<file path="src/rtl/simple_pkg.sv">
// rtl/simple_pkg.sv - shared opcodes, shift types and flag indices for the SIMPLE pipeline
package simple_pkg;

    localparam logic [3:0] OP_ADD = 4'b0000;
    localparam logic [3:0] OP_SUB = 4'b0001;
    localparam logic [3:0] OP_AND = 4'b0010;
    localparam logic [3:0] OP_OR  = 4'b0011;
    localparam logic [3:0] OP_XOR = 4'b0100;
    localparam logic [3:0] OP_CMP = 4'b0101;
    localparam logic [3:0] OP_MOV = 4'b0110;
    localparam logic [3:0] OP_NOP = 4'b0111;
    localparam logic [3:0] OP_SLL = 4'b1000;
    localparam logic [3:0] OP_SLR = 4'b1001;
    localparam logic [3:0] OP_SRL = 4'b1010;
    localparam logic [3:0] OP_SRA = 4'b1011;
    localparam logic [3:0] OP_IN  = 4'b1100;
    localparam logic [3:0] OP_OUT = 4'b1101;
    localparam logic [3:0] OP_RSV = 4'b1110;
    localparam logic [3:0] OP_HLT = 4'b1111;

    typedef enum logic [1:0] {
        SH_SLL = 2'b00,
        SH_SLR = 2'b01,
        SH_SRL = 2'b10,
        SH_SRA = 2'b11
    } shift_t;

    localparam int FLAG_S = 3;
    localparam int FLAG_Z = 2;
    localparam int FLAG_C = 1;
    localparam int FLAG_V = 0;

    function automatic logic op_writes_back(input logic [3:0] op);
        return !(op == OP_CMP || op == OP_NOP || op == OP_OUT || op == OP_RSV || op == OP_HLT);
    endfunction

    // 0111 and the whole 11xx group pass operand a through and never touch flags
    function automatic logic op_sets_flags(input logic [3:0] op);
        return !(op == OP_NOP || op[3:2] == 2'b11);
    endfunction

endpackage

</file>
<file path="src/rtl/simple_shifter.sv">
// rtl/simple_shifter.sv - combinational 16-bit barrel shifter; carry-out only with SIMPLE_SHIFT_CARRY_EN
module simple_shifter
    import simple_pkg::*;
(
    input  logic [15:0] a,
    input  logic [3:0]  d,
    input  logic [1:0]  shift_type,
    output logic [15:0] result,
    output logic        cout
);

    always_comb begin
        case (shift_t'(shift_type))
            SH_SLL:  result = a << d;
            // a >> 16 is zero, so d = 0 leaves the rotate equal to a
            SH_SLR:  result = (a << d) | (a >> (5'd16 - {1'b0, d}));
            SH_SRL:  result = a >> d;
            default: result = $signed(a) >>> d;
        endcase
    end

`ifdef SIMPLE_SHIFT_CARRY_EN
    // 16 - d wraps to -d in 4 bits, which is the last bit pushed out of a left shift
    always_comb begin
        cout = 1'b0;
        if (d != 4'd0) begin
            case (shift_t'(shift_type))
                SH_SLL:  cout = a[4'd0 - d];
                SH_SLR:  cout = result[0];
                default: cout = a[d - 4'd1];
            endcase
        end
    end
`else
    assign cout = 1'b0;
`endif

endmodule

</file>
<file path="src/rtl/phase3exe.sv">
// rtl/phase3exe.sv - SIMPLE execute stage: ALU/shifter, SZCV flags, phase-4 register (SIMPLE_SHIFT_CARRY_EN optional)
module phase3exe
    import simple_pkg::*;
#(
    parameter int WIDTH = 16
) (
    input  logic             clk,
    input  logic             rst_n,
    input  logic             valid_in,
    input  logic             stall,
    input  logic             flush,
    input  logic             alu_src1,
    input  logic             alu_src2,
    input  logic             alu_or_shifter,
    input  logic             as_bc,
    input  logic [3:0]       opcode,
    input  logic [WIDTH-1:0] ar,
    input  logic [WIDTH-1:0] br,
    input  logic [WIDTH-1:0] pc_plus1,
    input  logic [WIDTH-1:0] imm,
    output logic [WIDTH-1:0] result_q,
    output logic [3:0]       szcv_q,
    output logic             valid_q,
    output logic             wb_q
);

    logic [WIDTH-1:0] a, b, alu_res, sh_res, res;
    logic [WIDTH:0]   sum, diff;
    logic             alu_c, alu_v, sh_c, c, v;
    logic [3:0]       flags_next;

    assign a    = alu_src1 ? pc_plus1 : ar;
    assign b    = alu_src2 ? imm : br;
    assign sum  = {1'b0, a} + {1'b0, b};
    assign diff = {1'b0, a} - {1'b0, b};

    // diff[WIDTH] is the borrow: set exactly when a < b unsigned
    always_comb begin
        alu_res = a;
        alu_c   = 1'b0;
        alu_v   = 1'b0;
        case (opcode)
            OP_ADD: begin
                alu_res = sum[WIDTH-1:0];
                alu_c   = sum[WIDTH];
                alu_v   = (a[WIDTH-1] == b[WIDTH-1]) && (sum[WIDTH-1] != a[WIDTH-1]);
            end
            OP_SUB, OP_CMP: begin
                alu_res = diff[WIDTH-1:0];
                alu_c   = diff[WIDTH];
                alu_v   = (a[WIDTH-1] != b[WIDTH-1]) && (diff[WIDTH-1] != a[WIDTH-1]);
            end
            OP_AND:  alu_res = a & b;
            OP_OR:   alu_res = a | b;
            OP_XOR:  alu_res = a ^ b;
            OP_MOV:  alu_res = b;
            default: alu_res = a;
        endcase
    end

    simple_shifter u_shifter (
        .a          (a),
        .d          (b[3:0]),
        .shift_type (opcode[1:0]),
        .result     (sh_res),
        .cout       (sh_c)
    );

    assign res = alu_or_shifter ? sh_res : alu_res;
    assign c   = alu_or_shifter ? sh_c : alu_c;
    assign v   = alu_or_shifter ? 1'b0 : alu_v;

    always_comb begin
        flags_next         = 4'b0000;
        flags_next[FLAG_S] = res[WIDTH-1];
        flags_next[FLAG_Z] = (res == '0);
        flags_next[FLAG_C] = c;
        flags_next[FLAG_V] = v;
    end

    // stall outranks flush; flush kills the slot but leaves result and flags alone
    always_ff @(posedge clk) begin
        if (!rst_n) begin
            result_q <= '0;
            szcv_q   <= 4'b0000;
            valid_q  <= 1'b0;
            wb_q     <= 1'b0;
        end else if (!stall) begin
            if (flush) begin
                valid_q <= 1'b0;
                wb_q    <= 1'b0;
            end else begin
                valid_q  <= valid_in;
                result_q <= res;
                wb_q     <= valid_in && op_writes_back(opcode);
                if (valid_in && as_bc && op_sets_flags(opcode))
                    szcv_q <= flags_next;
            end
        end
    end

endmodule

</file>
<file path="config.mk">
export PLATFORM = sky130hd
export DESIGN_NAME = phase3exe
export DESIGN_NICKNAME = d
export VERILOG_FILES = /design/src/rtl/simple_pkg.sv /design/src/rtl/simple_shifter.sv /design/src/rtl/phase3exe.sv
export SDC_FILE = /design/constraint.sdc
export NUM_CORES = 1
export LEC_CHECK = 0
export CORE_ASPECT_RATIO = 0.75
export CORE_UTILIZATION = 45
export DETAILED_ROUTE_END_ITERATION = 7
export PLACE_DENSITY = 0.68
export SLEW_MARGIN = 25
export SYNTH_ARGS = -nofsm -noshare
export SYNTH_HDL_FRONTEND = slang
export SYNTH_SLANG_ARGS = --single-unit
</file>
<file path="constraint.sdc">
create_clock -name clk -period 4.3 [get_ports clk]
set_input_delay 0.645 -clock clk [delete_from_list [all_inputs] [get_ports clk]]
set_output_delay 0.645 -clock clk [all_outputs]
set_load 0.05 [all_outputs]
</file>
After elaboration in Yosys (flattened, before gate mapping) --
Cells that the tools add are included.
Cells by class: add/sub/neg operators 3, eq/ne operators 17, shifts and indexed selects 4, muxes and demuxes 11, bitwise logic cells 6, reductions and logical operators 18
Operators by type and width (count):
- 16-bit one-hot mux with 6 select lines | 1
- 16-bit two-way mux | 3
- 16-bit one-hot mux with 3 select lines | 1
- 16-bit OR | 2
- 16-bit by 16-bit adder with 17-bit output | 1
- 16-bit by 16-bit subtractor with 17-bit output | 1
- 16-bit AND | 1
- 4-bit by 3-bit == test with 1-bit output (second input constant) | 4
- 16-bit zero test | 1
- 16-bit by 4-bit << shifter with 16-bit output | 1
- 16-bit by 4-bit >> shifter with 16-bit output | 1
- 16-bit by 5-bit >> shifter with 16-bit output | 1
- 16-bit by 4-bit >>> shifter with 16-bit output | 1
- 16-bit XOR | 1
- 4-bit == test (second input constant) | 3
- 4-bit by 2-bit == test with 1-bit output (second input constant) | 2
- 1-bit logical AND | 5
- 1-bit logical OR | 5
- 5-bit by 4-bit subtractor with 5-bit output (first input constant) | 1
- 2-bit == test (second input constant) | 2
- 4-bit by 1-bit == test with 1-bit output (second input constant) | 1
- 4-bit zero test | 1
- 1-bit two-way mux | 4
- 1-bit one-hot mux with 2 select lines | 2
- 9 further kinds | 13
Word-level totals: register bits after elaboration 22, bits of input ports 77, output and inout bits 22, logic and storage cells 63

Depth between registers and ports, before layout --
word-level depth 8, gate-level depth with buffers 18, mapped depth without buffers 15

Modules after synthesis --
From an unflattened synthesis, not the netlist that was laid out.
Second synthesis, totals: cells, all modules 966, area, all modules 7267.0 um2
By module, submodules not included:
- phase3exe | instances 1, cells each 612, area each 4460.5 um2, seq. area each 440.4 um2
- simple_shifter | instances 1, cells each 354, area each 2806.4 um2, seq. area each 0.0 um2

Worst setup path before layout --
Ideal clock, no wire load.
path type input to register, from input port alu_src2, to register szcv_q[2], library setup time 0.116 ns, arrival time 4.260 ns, required time 4.184 ns, path slack -0.076 ns, cell stages on the path 16, path buffers 6, cells stage by stage buf_6 mux2i_1 buf_2 clkbuf_1 buf_2 ha_1 clkbuf_1 inv_1 clkbuf_1 mux4_2 o221ai_1 a211oi_1 o2111ai_1 nor4_1 and4b_1 a41o_1
On the way: longest elaborated chain between the ends 7, elaborated cells on any way between the ends 16, classes of those cells 3 x add/sub; 4 x shift; 4 x mux; 4 x bitwise; 1 x reduce/logical
Ends and longest elaborated chain:
- start, declared | line phase3exe.sv:13 | input logic alu_src2,
- 16-bit two-way mux * | line phase3exe.sv:33 | assign b = alu_src2 ? imm : br;
- 5-bit by 4-bit subtractor with 5-bit output | line simple_shifter.sv:16 | SH_SLR: result = (a << d) | (a >> (5'd16 - {1'b0, d}));
- 16-bit by 5-bit >> shifter with 16-bit output | line simple_shifter.sv:16
- 16-bit OR | line simple_shifter.sv:16
- 16-bit one-hot mux with 3 select lines | line simple_shifter.sv:13 | case (shift_t'(shift_type))
- 16-bit two-way mux * | line phase3exe.sv:69 | assign res = alu_or_shifter ? sh_res : alu_res;
- 16-bit zero test * | line phase3exe.sv:76 | flags_next[FLAG_Z] = (res == '0);
- end signal, assigned | line phase3exe.sv:97 | szcv_q <= flags_next;
- end, declared | line phase3exe.sv:22 | output logic [3:0] szcv_q,
Every way passes the cells marked *; elsewhere a longest branch is shown, timed or not. A chain may end at the register's enable or synchronous reset.

Worst setup path in the final report --
Ends and elaborated chain as after synthesis.

==> results.txt <==
Leakage power - 0.004135 uW
Fin worst setup slack - 0.1134 ns
Clock tree buffer depth - 2
Synthesized flop and latch total - 22
Crit path cell chain - clkdlybuf4s50_1 -> buf_6 -> mux2_2 -> inv_1 -> ha_1 -> or2_2 -> o221ai_1 -> buf_4 -> o21ai_0 -> a211oi_1 -> o21ai_0 -> a211oi_1 -> a211oi_1 -> a211oi_2 -> a41o_1
GRT Overall Usage - 43.43%
Layout area overhead - 47.42%
Pwr dens - 225.8 nW/um^2
Avg Cell Area, Syn - 6.990 sq um
Final nets - 1325
Net Count, Synth - 1054
Via Count - 9151
Placed Area - 9140 sq um
CTS sink count - 22
Worst path most repeated cell - a211oi_1
Ant. Diodes - 0
Number of global-route vias before repair - 8623
Max frequency - 238.9 MHz
Top FF cell, synth - dfxtp_1
Hold WC Path Type - reg -> reg
Number of flops mapped to enable cells by yosys - 0
Htree depth - 1
Fin crit share - 97.36%
Crit-path max cell delay - 0.50 ns
# rows - 37
Pre-CTS WS - -0.3833 ns
Worst path slowest cell - clkdlybuf4s50_1
Share of cells above drive strength 1 - 26.95%
Dpl cells - 1359
Min cycle time layout - 4.187 ns
Worst Path Required - 4.50 ns
Status - complete, no violations
DRC violations left - 0
Finished Core Util - 68.56%
Peak supply drop - 0.2761 mV
Port Buffers - 98
Sequential area share after synthesis - 6.842%
Hold Buf Count CTS - 0
RD Place Congestion - 1.144
Startpoint Class - primary input
Setup violations, final - 0
Detail Placement HPWL - 25950 microns
Yosys top cell by area - mux2i_1
Crit. End Element - flip-flop
Final cell count without fillers - 1366
CTS root buffer - clkbuf_16
CTS tree - yes
R2R cell count - 2
Reg-to-reg endpoint - szcv_q[2]
ANT nets after route - 0
Post-Route Skew - 0 ns
First-pass GRT wire length - 49650 microns
Die Y - 105.6 microns
Worst-Skew Late Latency - 0.25 ns
DRT iter0 DRCs - 1242
Fin. Hold Viols - 0
Share of the synthesized area in the top cell type - 11.04%
Worst Path Arrival - 4.38 ns
Synth top cells by count - nor2_1 (100), a21oi_1 (76), mux2i_1 (71), nand2_1 (71), o21ai_0 (56)
Headroom to the max-slew limit - 48.89%
Die ar. - 14790 sq um
Initial Util - 46.51%
Final WL - 33010 microns
Critical path type - in -> reg
Synth cell types - 79
Grt total ovfl - 0
Most numerous cell in the Yosys netlist - nor2_1
R2R setup slack - 3.52 ns
Die width - 140.1 microns
Worst-path fanout max - 7
Cell depth of the worst hold path - 2
Core ar. - 13840 sq um
Clock Pin Slew Worst Setup and Hold Paths - 0.06 ns
CTS buffer count - 3
Max Cap Viol - 0
Syn. warnings - 0
Startpoint of the worst-slack reg-to-reg timing path - szcv_q[2]
Worst-margin pin slew - 0.7658 ns
WL/cell - 24.17 microns
Largest net degree at the start of global routing - 26
Synth async-reset ratio - 0%
Syn Inst Count - 921
Drt pass-1 iters - 7
Ranking of synthesized cells by area - mux2i_1 (11%), ha_1 (10%), dfxtp_1 (6.8%)
Initial antenna violation count - 0
Vias per cell - 6.699
Post-synthesis cell area - 6437 sq um
Post-route setup TNS - 0 ns
Hold wc startpoint - result_q[3]
Hold EP - result_q[3]
Fin area - 9490 sq um
I/O pins - 99
Final Slew Violations - 0
[how the worst max path moves through the flow]
stage / depth (start not counted) / slack [ns] / from / endpoint
6_report: 15 / 0.11 / alu_src2 / szcv_q[2]
5_1_grt: 18 / -0.06 / alu_src2 / szcv_q[2]
3_5_place_dp: 15 / -0.38 / alu_src2 / szcv_q[2]
2_1_floorplan: 18 / 0.06 / alu_src2 / szcv_q[2]
4_1_cts: 17 / 0.003 / alu_src2 / szcv_q[2]
3_3_place_gp: 16 / -0.27 / alu_src1 / szcv_q[2]
[per-stage QoR]
| stage | hold WS (ns) | total power (uW) |
|---|---|---|
| 2_1_floorplan | 0.6723 | 1033 |
| 3_3_place_gp | 0.4477 | 1749 |
| 3_5_place_dp | 0.4505 | 1749 |
| 4_1_cts | 0.4596 | 2021 |
| 5_1_grt | 0.4689 | 2235 |
| 6_report | 0.4560 | 2143 |
[sequential cells by signal, summed over array words and instances, names as in the netlist]
register / cells
szcv_q: 4
wb_q: 1
valid_q: 1
result_q: 16
[cells by family (layout without fill, tap and decap cells)]
family          after synthesis  in the layout  synth area share [%]
flops                        22             22                 6.842
compound gates              332            332                 35.94
xor+xnor                      8              8                 1.088
fa+ha+maj                    56             56                 11.12
simple gates                281            281                 20.19
mux                          94             94                 16.68
buf+inv                     128            398                 8.144
[power breakdown]
group          internal [uW]  switching (uW)  leakage (uW)
clock network            185            74.5     0.0000511
logic                    732             929       0.00390
registers                216            6.76      0.000180
[cell type report]
type                    instances  area, sq um
clock inverters                 1        30.03
inverters                      58        220.2
multi-input cells             771         5712
repair buffers                336         2794
fillers                      1191         4352
flip-flops and latches         22        440.4
clock buffers                   3        75.07
well taps                     175        219.0
[layer usage]
metal	up-vias	GRT usage [%]	wire length, microns
li1	4045	-	-
met1	4205	57.93	13100
met2	743	64.61	13140
met3	158	15.31	5298
met4	0	14.05	1472
met5	-	0	0
[worst max-delay path: cells and delay by family]
kind | cells | cell delay, ns
AO/OA/AOI/OAI | 8 | 1.89
buffers and inverters | 4 | 0.92
multiplexers | 1 | 0.36
AND/OR/NAND/NOR | 1 | 0.33
adder cells (fa/ha/maj) | 1 | 0.25
[placed cells by master, fill, tap and decap left out, drive strengths merged, types with 11 or more instances in the layout]
master	Yosys	final
mux2i	74	74
o221ai	15	15
ha	54	54
nor3	25	25
dfxtp	22	22
a221oi	11	11
nand2	71	71
a22oi	11	11
mux2	13	13
a31oi	12	12
nand3	28	28
o21ai	57	57
a21oi	76	76
a211oi	22	22
inv	54	54
nor2	100	100
clkdlybuf4s50	0	97
o211ai	18	18
buf	19	238
[timing repair]
item / CTS / global route
setup endpoints to repair: 2 / 11
pin swaps: 0 / 9
setup buffers: 0 / 3
gates resized for setup: 6 / 48
No activity file was read; power rests on OpenSTA's default activity.
